===== config.mk =====
export PLATFORM = sky130hd
export DESIGN_NAME = vote_tally_judge_flat
export DESIGN_NICKNAME = d
export VERILOG_FILES = /design/src/rtl/vote_tally_judge_pkg.sv /design/src/rtl/vote_tally_judge_if.sv /design/src/rtl/vote_counter_bank.sv /design/src/rtl/vote_tally_judge.sv /design/src/flat_wrapper.sv
export SDC_FILE = /design/constraint.sdc
export NUM_CORES = 1
export LEC_CHECK = 0
export CAP_MARGIN = 20
export CELL_PAD_IN_SITES_DETAIL_PLACEMENT = 2
export CELL_PAD_IN_SITES_GLOBAL_PLACEMENT = 2
export CORE_MARGIN = 2
export CORE_UTILIZATION = 35
export DETAILED_ROUTE_END_ITERATION = 10
export PLACE_DENSITY_LB_ADDON = 0.2
export SYNTH_ARGS = -nofsm -noshare
export SYNTH_HDL_FRONTEND = slang
export SYNTH_SLANG_ARGS = --single-unit

===== constraint.sdc =====
create_clock -name clk -period 2.7 [get_ports clk]
set_clock_uncertainty 0.05 [all_clocks]
set_input_delay 0.27 -clock clk [delete_from_list [all_inputs] [get_ports clk]]
set_output_delay 0.27 -clock clk [all_outputs]
set_load 0.05 [all_outputs]

===== src/rtl/vote_tally_judge_pkg.sv =====
// Shared types and width helpers for the vote tally / judge controller.
package vote_pkg;

  typedef enum logic [2:0] {
    S_IDLE,
    S_VOTING,
    S_SCAN,
    S_JUDGE,
    S_JSCAN,
    S_DONE
  } vote_state_t;

  // Candidate ID width; a 2-candidate system still needs one ID bit.
  function automatic int cid_w(input int n);
    return (n <= 2) ? 1 : $clog2(n);
  endfunction

  function automatic int jcnt_w(input int nj);
    return $clog2(nj + 1);
  endfunction

  function automatic int sat_max(input int w);
    return (1 << w) - 1;
  endfunction

endpackage


===== src/rtl/vote_tally_judge_if.sv =====
// Ballot-entry / judge / result handshake bundle for vote_tally_judge.
interface vote_tally_judge_if
  import vote_pkg::*;
#(
  parameter int CID_W = cid_w(4)
);
  logic             start;
  logic             vote_valid;
  logic [CID_W-1:0] vote_cand;
  logic             vote_ready;
  logic             close;
  logic             judge_valid;
  logic [CID_W-1:0] judge_cand;
  logic             judge_ready;
  logic             result_valid;
  logic [CID_W-1:0] winner;
  logic             judged;
  logic             unresolved;
  logic             overflow;

  modport master (
    output start, vote_valid, vote_cand, close, judge_valid, judge_cand,
    input  vote_ready, judge_ready, result_valid, winner, judged, unresolved, overflow
  );

  modport slave (
    input  start, vote_valid, vote_cand, close, judge_valid, judge_cand,
    output vote_ready, judge_ready, result_valid, winner, judged, unresolved, overflow
  );
endinterface


===== src/rtl/vote_counter_bank.sv =====
// N saturating W-bit counters with clear/increment and a registered read port.
module vote_counter_bank
  import vote_pkg::*;
#(
  parameter int N  = 4,
  parameter int W  = 6,
  localparam int IW = cid_w(N)
) (
  input  logic          clk,
  input  logic          rst_n,
  input  logic          clr,
  input  logic          inc,
  input  logic [IW-1:0] idx,
  input  logic [IW-1:0] rd_idx,
  output logic [W-1:0]  rd_q,
  output logic          sat_hit
);

  localparam logic [W-1:0] SAT = W'(sat_max(W));

  logic [W-1:0] cnt_q [N];
  logic [W-1:0] cnt_d [N];
  logic [W-1:0] rd_d;

  // The read port samples the post-update value so a same-cycle increment is visible.
  always_comb begin
    sat_hit = 1'b0;
    rd_d    = '0;
    for (int i = 0; i < N; i++) begin
      cnt_d[i] = cnt_q[i];
      if (clr) begin
        cnt_d[i] = '0;
      end else if (inc && idx == IW'(i)) begin
        if (cnt_q[i] == SAT) sat_hit = 1'b1;
        else                 cnt_d[i] = cnt_q[i] + 1'b1;
      end
    end
    for (int i = 0; i < N; i++) begin
      if (rd_idx == IW'(i)) rd_d = cnt_d[i];
    end
  end

  always_ff @(posedge clk or negedge rst_n) begin
    if (!rst_n) begin
      for (int i = 0; i < N; i++) cnt_q[i] <= '0;
      rd_q <= '0;
    end else begin
      for (int i = 0; i < N; i++) cnt_q[i] <= cnt_d[i];
      rd_q <= rd_d;
    end
  end

endmodule


===== src/rtl/vote_tally_judge.sv =====
// Vote accumulator with max scan and judge-round tie break.
//   state    | meaning
//   IDLE     | after reset, waiting for start
//   VOTING   | accepting votes until close
//   SCAN     | one candidate per cycle: max, argmax, tied mask
//   JUDGE    | collecting NUM_JUDGES judge votes for tied candidates
//   JSCAN    | one candidate per cycle over judge tallies of tied candidates
//   DONE     | result held until start
module vote_tally_judge
  import vote_pkg::*;
#(
  parameter int NUM_CAND   = 4,
  parameter int CNT_W      = 6,
  parameter int NUM_JUDGES = 4
) (
  input logic               clk,
  input logic               rst_n,
  vote_tally_judge_if.slave bus
);

  localparam int CID_W  = cid_w(NUM_CAND);
  localparam int JCNT_W = jcnt_w(NUM_JUDGES);
  localparam logic [CID_W-1:0] LAST = CID_W'(NUM_CAND - 1);

  vote_state_t         state_q, state_d;
  logic [CID_W-1:0]    idx_q, idx_d, rd_idx;
  logic [CNT_W-1:0]    max_q, max_d, vote_rd;
  logic [CID_W-1:0]    arg_q, arg_d;
  logic [NUM_CAND-1:0] mask_q, mask_d, cur_bit;
  logic [JCNT_W-1:0]   jmax_q, jmax_d, jleft_q, jleft_d, judge_rd;
  logic                jfound_q, jfound_d, jtie_q, jtie_d;
  logic                vote_ready_q, vote_ready_d, judge_ready_q, judge_ready_d;
  logic                result_valid_q, result_valid_d, judged_q, judged_d;
  logic                unresolved_q, unresolved_d, overflow_q, overflow_d;
  logic [CID_W-1:0]    winner_q, winner_d;
  logic                vote_hs, judge_hs, judge_pick, judge_inc;
  logic                vote_sat, judge_sat, cur_tied;

  assign vote_hs   = bus.vote_valid & vote_ready_q & ~bus.start;
  assign judge_hs  = bus.judge_valid & judge_ready_q & ~bus.start;
  assign judge_inc = judge_hs & judge_pick;
  assign cur_tied  = |(mask_q & cur_bit);
  assign rd_idx    = (state_q == S_SCAN || state_q == S_JSCAN) ? idx_q + 1'b1 : '0;

  always_comb begin
    judge_pick = 1'b0;
    cur_bit    = '0;
    for (int i = 0; i < NUM_CAND; i++) begin
      if (bus.judge_cand == CID_W'(i)) judge_pick = mask_q[i];
      cur_bit[i] = (idx_q == CID_W'(i));
    end
  end

  vote_counter_bank #(.N(NUM_CAND), .W(CNT_W)) u_votes (
    .clk(clk), .rst_n(rst_n), .clr(bus.start), .inc(vote_hs), .idx(bus.vote_cand),
    .rd_idx(rd_idx), .rd_q(vote_rd), .sat_hit(vote_sat)
  );

  vote_counter_bank #(.N(NUM_CAND), .W(JCNT_W)) u_judges (
    .clk(clk), .rst_n(rst_n), .clr(bus.start), .inc(judge_inc), .idx(bus.judge_cand),
    .rd_idx(rd_idx), .rd_q(judge_rd), .sat_hit(judge_sat)
  );

  always_comb begin
    state_d        = state_q;
    idx_d          = idx_q;
    max_d          = max_q;
    arg_d          = arg_q;
    mask_d         = mask_q;
    jmax_d         = jmax_q;
    jleft_d        = jleft_q;
    jfound_d       = jfound_q;
    jtie_d         = jtie_q;
    result_valid_d = result_valid_q;
    winner_d       = winner_q;
    judged_d       = judged_q;
    unresolved_d   = unresolved_q;
    overflow_d     = overflow_q | vote_sat | judge_sat;

    if (bus.start) begin
      state_d        = S_VOTING;
      idx_d          = '0;
      max_d          = '0;
      arg_d          = '0;
      mask_d         = '0;
      jmax_d         = '0;
      jleft_d        = '0;
      jfound_d       = 1'b0;
      jtie_d         = 1'b0;
      result_valid_d = 1'b0;
      winner_d       = '0;
      judged_d       = 1'b0;
      unresolved_d   = 1'b0;
      overflow_d     = 1'b0;
    end else begin
      unique case (state_q)
        S_VOTING: begin
          if (bus.close) begin
            state_d = S_SCAN;
            idx_d   = '0;
          end
        end
        S_SCAN: begin
          if (idx_q == '0 || vote_rd > max_q) begin
            max_d  = vote_rd;
            arg_d  = idx_q;
            mask_d = cur_bit;
          end else if (vote_rd == max_q) begin
            mask_d = mask_q | cur_bit;
          end
          idx_d = idx_q + 1'b1;
          if (idx_q == LAST) begin
            idx_d = '0;
            // A single set bit in the tied mask means a unique maximum.
            if ((mask_d & (mask_d - 1'b1)) == '0) begin
              state_d        = S_DONE;
              result_valid_d = 1'b1;
              winner_d       = arg_d;
              judged_d       = 1'b0;
              unresolved_d   = 1'b0;
            end else begin
              state_d = S_JUDGE;
              jleft_d = JCNT_W'(NUM_JUDGES);
            end
          end
        end
        S_JUDGE: begin
          if (judge_hs) begin
            jleft_d = jleft_q - 1'b1;
            if (jleft_q == JCNT_W'(1)) begin
              state_d  = S_JSCAN;
              idx_d    = '0;
              jmax_d   = '0;
              jfound_d = 1'b0;
              jtie_d   = 1'b0;
            end
          end
        end
        S_JSCAN: begin
          if (cur_tied) begin
            if (!jfound_q || judge_rd > jmax_q) begin
              jmax_d   = judge_rd;
              arg_d    = idx_q;
              jfound_d = 1'b1;
              jtie_d   = 1'b0;
            end else if (judge_rd == jmax_q) begin
              jtie_d = 1'b1;
            end
          end
          idx_d = idx_q + 1'b1;
          if (idx_q == LAST) begin
            idx_d          = '0;
            state_d        = S_DONE;
            result_valid_d = 1'b1;
            winner_d       = arg_d;
            judged_d       = 1'b1;
            unresolved_d   = jtie_d;
          end
        end
        default: ;
      endcase
    end

    vote_ready_d  = (state_d == S_VOTING);
    judge_ready_d = (state_d == S_JUDGE);
  end

  always_ff @(posedge clk or negedge rst_n) begin
    if (!rst_n) begin
      state_q        <= S_IDLE;
      idx_q          <= '0;
      max_q          <= '0;
      arg_q          <= '0;
      mask_q         <= '0;
      jmax_q         <= '0;
      jleft_q        <= '0;
      jfound_q       <= 1'b0;
      jtie_q         <= 1'b0;
      vote_ready_q   <= 1'b0;
      judge_ready_q  <= 1'b0;
      result_valid_q <= 1'b0;
      winner_q       <= '0;
      judged_q       <= 1'b0;
      unresolved_q   <= 1'b0;
      overflow_q     <= 1'b0;
    end else begin
      state_q        <= state_d;
      idx_q          <= idx_d;
      max_q          <= max_d;
      arg_q          <= arg_d;
      mask_q         <= mask_d;
      jmax_q         <= jmax_d;
      jleft_q        <= jleft_d;
      jfound_q       <= jfound_d;
      jtie_q         <= jtie_d;
      vote_ready_q   <= vote_ready_d;
      judge_ready_q  <= judge_ready_d;
      result_valid_q <= result_valid_d;
      winner_q       <= winner_d;
      judged_q       <= judged_d;
      unresolved_q   <= unresolved_d;
      overflow_q     <= overflow_d;
    end
  end

  assign bus.vote_ready   = vote_ready_q;
  assign bus.judge_ready  = judge_ready_q;
  assign bus.result_valid = result_valid_q;
  assign bus.winner       = winner_q;
  assign bus.judged       = judged_q;
  assign bus.unresolved   = unresolved_q;
  assign bus.overflow     = overflow_q;

endmodule


===== src/flat_wrapper.sv =====
// flat-port wrapper written by rule: the top's interface ports become plain ports
module vote_tally_judge_flat import vote_pkg::*;
#(
  parameter int NUM_CAND   = 4,
  parameter int CNT_W      = 6,
  parameter int NUM_JUDGES = 4
)
  (clk, rst_n, bus_start, bus_vote_valid, bus_vote_cand, bus_close, bus_judge_valid, bus_judge_cand, bus_vote_ready, bus_judge_ready, bus_result_valid, bus_winner, bus_judged, bus_unresolved, bus_overflow);
  vote_tally_judge_if #(.CID_W(2)) bus_i ();
  input logic clk;
  input logic rst_n;
  input wire logic [$bits(bus_i.start)-1:0] bus_start;
  input wire logic [$bits(bus_i.vote_valid)-1:0] bus_vote_valid;
  input wire logic [$bits(bus_i.vote_cand)-1:0] bus_vote_cand;
  input wire logic [$bits(bus_i.close)-1:0] bus_close;
  input wire logic [$bits(bus_i.judge_valid)-1:0] bus_judge_valid;
  input wire logic [$bits(bus_i.judge_cand)-1:0] bus_judge_cand;
  output wire logic [$bits(bus_i.vote_ready)-1:0] bus_vote_ready;
  output wire logic [$bits(bus_i.judge_ready)-1:0] bus_judge_ready;
  output wire logic [$bits(bus_i.result_valid)-1:0] bus_result_valid;
  output wire logic [$bits(bus_i.winner)-1:0] bus_winner;
  output wire logic [$bits(bus_i.judged)-1:0] bus_judged;
  output wire logic [$bits(bus_i.unresolved)-1:0] bus_unresolved;
  output wire logic [$bits(bus_i.overflow)-1:0] bus_overflow;
  assign bus_i.start = bus_start;
  assign bus_i.vote_valid = bus_vote_valid;
  assign bus_i.vote_cand = bus_vote_cand;
  assign bus_i.close = bus_close;
  assign bus_i.judge_valid = bus_judge_valid;
  assign bus_i.judge_cand = bus_judge_cand;
  assign bus_vote_ready = bus_i.vote_ready;
  assign bus_judge_ready = bus_i.judge_ready;
  assign bus_result_valid = bus_i.result_valid;
  assign bus_winner = bus_i.winner;
  assign bus_judged = bus_i.judged;
  assign bus_unresolved = bus_i.unresolved;
  assign bus_overflow = bus_i.overflow;
  vote_tally_judge #(.NUM_CAND(NUM_CAND), .CNT_W(CNT_W), .NUM_JUDGES(NUM_JUDGES)) u_core (.clk(clk), .rst_n(rst_n), .bus(bus_i));
endmodule

==> flow_summary.html <==
<table>
<tr><th>Metric</th><th>Value</th></tr>
<tr><th colspan="2">Clocking</th></tr>
<tr><td>Number of clock sinks seen by CTS</td><td>78</td></tr>
<tr><td>Number of buffers added by the clock tree synthesis step</td><td>9</td></tr>
<tr><td>CTS clk-pin slew, worst paths</td><td>0.06 ns</td></tr>
<tr><td>Worst-Skew Late Latency</td><td>0.34 ns</td></tr>
<tr><td>CTS Root Cell</td><td>clkbuf_16</td></tr>
<tr><td>Worst-case clock buffer depth</td><td>2</td></tr>
<tr><td>TritonCTS clock tree</td><td>done</td></tr>
<tr><td>H-tree levels</td><td>3</td></tr>
<tr><th colspan="2">Power</th></tr>
<tr><td>Leakage dissipation</td><td>2.47 nW</td></tr>
<tr><td>Max VDD drop</td><td>0.237 mV</td></tr>
<tr><td>Tot Pwr</td><td>2.81 mW</td></tr>
<tr><td>Pwr/cell area</td><td>495 nW/um^2</td></tr>
<tr><th colspan="2">Synth</th></tr>
<tr><td>FF+latch count, synth</td><td>78</td></tr>
<tr><td>Cell variety after synth</td><td>68</td></tr>
<tr><td>Average footprint of a synthesized cell</td><td>9.39 sq um</td></tr>
<tr><td>Async S/R FF share, synth</td><td>100%</td></tr>
<tr><td>Number of synthesized flops with an enable pin</td><td>0</td></tr>
<tr><td>Yosys warns</td><td>0</td></tr>
<tr><td>Sequential-to-total area share from yosys stat</td><td>42.6%</td></tr>
<tr><td>Dominant register cell in the synthesized netlist</td><td>dfrtp_1</td></tr>
<tr><td>Area of the mapped netlist</td><td>4580 sq um</td></tr>
<tr><td>Total nets after synthesis</td><td>521</td></tr>
<tr><td>Post-synthesis cell count</td><td>488</td></tr>
<tr><th colspan="2">Critical path</th></tr>
<tr><td>R2R Setup Slk</td><td>-0.01 ns</td></tr>
<tr><td>Worst Path Class, Setup</td><td>reg2reg</td></tr>
<tr><td>Arrival time reported for the critical path endpoint</td><td>2.92 ns</td></tr>
<tr><td>Data required time of the worst path</td><td>2.91 ns</td></tr>
<tr><td>Type of element launching the critical path</td><td>flip-flop</td></tr>
<tr><td>Critical Path End Type</td><td>flip-flop</td></tr>
<tr><td>Critical path peak fanout</td><td>5</td></tr>
<tr><th colspan="2">Drt</th></tr>
<tr><td>First-pass iteration count of the detailed router</td><td>4</td></tr>
<tr><td>Routed wire length</td><td>14800 um</td></tr>
<tr><td>Ratio of routed vias to standard cells</td><td>5.70</td></tr>
<tr><td>Routed via count</td><td>4040</td></tr>
<tr><td>Total DRC errors in the routed layout</td><td>0</td></tr>
<tr><td>DRT antenna net count</td><td>0</td></tr>
<tr><td>Mean routed wirelength per cell</td><td>20.8 um</td></tr>
<tr><td>DRC marker count from the first detailed-route iteration</td><td>117</td></tr>
<tr><th colspan="2">Finish</th></tr>
<tr><td>Filler Cell Count</td><td>1407</td></tr>
<tr><td>Most common library cell in the layout ignoring fill and taps</td><td>dfrtp_1</td></tr>
<tr><td>Ratio of cells with drive above 1 in the final layout</td><td>17.3%</td></tr>
<tr><td>Multi-input gate area in the final layout</td><td>2670 sq um</td></tr>
<tr><td>Highest-count cells in the layout ignoring fill and taps</td><td>dfrtp_1 (77), nor2_1 (73), buf_4 (37), nand2_1 (30), mux2i_1 (20)</td></tr>
<tr><td>Share of the core filled with cells</td><td>44.6%</td></tr>
<tr><td>Layout Area Growth over Synthesis</td><td>23.7%</td></tr>
<tr><td>Antenna diode instance count</td><td>0</td></tr>
<tr><td>Sequential cell area</td><td>1950 sq um</td></tr>
<tr><td>Final Net Count</td><td>568</td></tr>
<tr><td>Design Area, Final</td><td>5670 sq um</td></tr>
<tr><th colspan="2">Run status</th></tr>
<tr><td>Result of the run</td><td>finished with violations</td></tr>
<tr><td>Violations in the final reports</td><td>setup timing</td></tr>
<tr><th colspan="2">STA</th></tr>
<tr><td>Post-layout min period</td><td>2.71 ns</td></tr>
<tr><td>Worst-Margin Slew</td><td>0.645 ns</td></tr>
<tr><td>Tightest slew margin relative to the limit</td><td>56.8%</td></tr>
<tr><td>Number of setup violations in the final report</td><td>2</td></tr>
<tr><td>Setup Total Neg Slack</td><td>-0.0200 ns</td></tr>
<tr><td>PnR worst setup slack</td><td>-0.0132 ns</td></tr>
<tr><td>Achievable clock frequency</td><td>369 MHz</td></tr>
<tr><td>Final clock period utilization by the worst path</td><td>100%</td></tr>
<tr><td>Final count of hold timing violations</td><td>0</td></tr>
<tr><td>Slew Limit Fails</td><td>0</td></tr>
<tr><td>RSZ-0062 raised after global routing</td><td>true</td></tr>
<tr><th colspan="2">Floorplanning</th></tr>
<tr><td>Overall die area</td><td>14000 sq um</td></tr>
<tr><td>Core footprint</td><td>12700 sq um</td></tr>
<tr><td>Chip Height</td><td>118 um</td></tr>
<tr><td>Effective utilization at floorplan</td><td>36.0%</td></tr>
<tr><td>Die span in x</td><td>118 um</td></tr>
<tr><td>Row count</td><td>41</td></tr>
<tr><td>IO Pins</td><td>18</td></tr>
<tr><th colspan="2">Placed design</th></tr>
<tr><td>HPWL reported at the end of detailed placement</td><td>10800 um</td></tr>
<tr><td>Count of buffers from port buffering</td><td>17</td></tr>
<tr><td>Weighted congestion reported at the end of routability-driven placement</td><td>0.788</td></tr>
<tr><td>Placed Area</td><td>5170 sq um</td></tr>
<tr><td>Setup WS pre-CTS</td><td>-0.0967 ns</td></tr>
<tr><th colspan="2">GRT</th></tr>
<tr><td>Wire length of the first global-routing pass</td><td>24500 um</td></tr>
<tr><td>Residual overflow from global routing</td><td>0</td></tr>
<tr><td>Via count of the first global-routing pass</td><td>4507</td></tr>
<tr><td>Largest net degree at the start of global routing</td><td>49</td></tr>
<tr><td>Initial antenna violation count</td><td>0</td></tr>
<tr><td>Global routing usage summed across all routing layers</td><td>22.2%</td></tr>
<tr><th colspan="2">Job</th></tr>
<tr><td>Max-cap violation count</td><td>0</td></tr>
<tr><th colspan="2">Min path</th></tr>
<tr><td>Hold/Removal Path Class</td><td>in2reg</td></tr>
</table>
==> path summary, 6_finish.rpt <==
path                            startpoint  cells after the start                  endpoint
setup / recovery           u_core.max_q[1]                      9      u_core.bus.winner[1]
hold / removal                   bus_start                      2  u_core.u_votes.cnt_q[11]
setup reg to reg           u_core.max_q[1]                      9      u_core.bus.winner[1]
hold reg to reg            u_core.jfound_q                      1           u_core.jfound_q
max in group asynchronous            rst_n                      3           u_core.idx_q[0]
min in group asynchronous            rst_n                      2  u_core.u_votes.cnt_q[22]
==> report_power, final <==
group          total [mW]  switching (mW)  internal (mW)
Clock                1.21           0.483          0.725
Sequential           1.21          0.0197           1.19
Combinational       0.393           0.241          0.152
Total                2.81           0.744           2.06
==> through the flow <==
step	hold slack [ns]	std cells
finish	0.194	709
global route	0.208	709
CTS	0.189	707
detailed placement	0.207	691
global placement	0.206	691
floorplan	-0.0756	488
==> area by class of cell <==
class,count,share of cell area (%)
tap,172,3.79
clock buffer,11,4.28
timing repair buffer,56,8.36
inverter,21,1.39
multi-input combinational,369,47.1
clock inverter,2,0.618
sequential,78,34.4
==> routing by layer <==
layer,up-vias,GRT usage [%],wire length [um]
met5,-,0,0
met4,0,7.89,330
met3,25,2.65,459
met2,57,36.3,7090
met1,2081,30.3,6900
li1,1877,-,-
==> repair_timing <==
item / CTS / global route
hold buffers: 1 / 0
pin swaps: 5 / 8
endpoints found under the setup margin: 10 / 11
buffers inserted: 2 / 2
hold endpoints to repair: 30 / 0
resized for setup: 7 / 24
==> sequential cells by signal, summed over array words and instances, names as in the netlist, 3 cells and up <==
signal,flops
u_core.u_judges.cnt_q,12
u_core.state_q,3
u_core.u_judges.rd_q,3
u_core.u_votes.cnt_q,24
u_core.jleft_q,3
u_core.u_votes.rd_q,6
u_core.max_q,6
u_core.mask_q,4
u_core.jmax_q,3
==> cells in the mapped netlist, types with 3 or more instances <==
library cell  count  share of area, %
nand2_1          31               2.5
a21oi_1          20               2.2
mux2i_1          20               4.4
a21o_1            4              0.66
and3b_1           4              0.76
a221oi_1          8               1.5
dfrtp_1          78                43
and3_1            4              0.55
o22ai_1          10               1.4
nand4_1           4              0.55
xor2_1            9               1.7
a211oi_1          5              0.82
o211ai_1          3              0.49
o21ai_0          17               1.9
o31a_1            4              0.76
nor2b_1           8               1.1
nor3_1           18               2.0
clkbuf_1         16               1.3
xnor2_1           8               1.5
a311oi_1          6               1.1
ha_1             23               6.3
nand3_1          18               2.0
mux2_2            3              0.74
a22oi_1           3              0.49
a31oi_1           3              0.41
a22o_1            4              0.76
inv_1            20               1.6
nand2b_1          9               1.2
nor2_1           74               6.1
==> logic make-up after synthesis <==
| group | count (synthesis) | synth area share, % |
|---|---|---|
| compound gates | 116 | 18.8 |
| xor+xnor | 17 | 3.25 |
| fa+ha+maj | 23 | 6.28 |
| buf+inv | 41 | 3.41 |
| flops | 78 | 42.6 |
| mux | 23 | 5.10 |
| simple gates | 190 | 20.6 |
==> critical path, cell delays in order (launching register included) <==
cell	delay (ns)
dfrtp_1	0.40
inv_2	0.08
ha_4	0.19
nor2b_4	0.14
o21ba_4	0.22
o41ai_4	0.38
o21ai_4	0.13
or4_4	0.60
a31o_4	0.27
a211oi_2	0.16
Note: power is estimated with default switching activity, not from simulation.
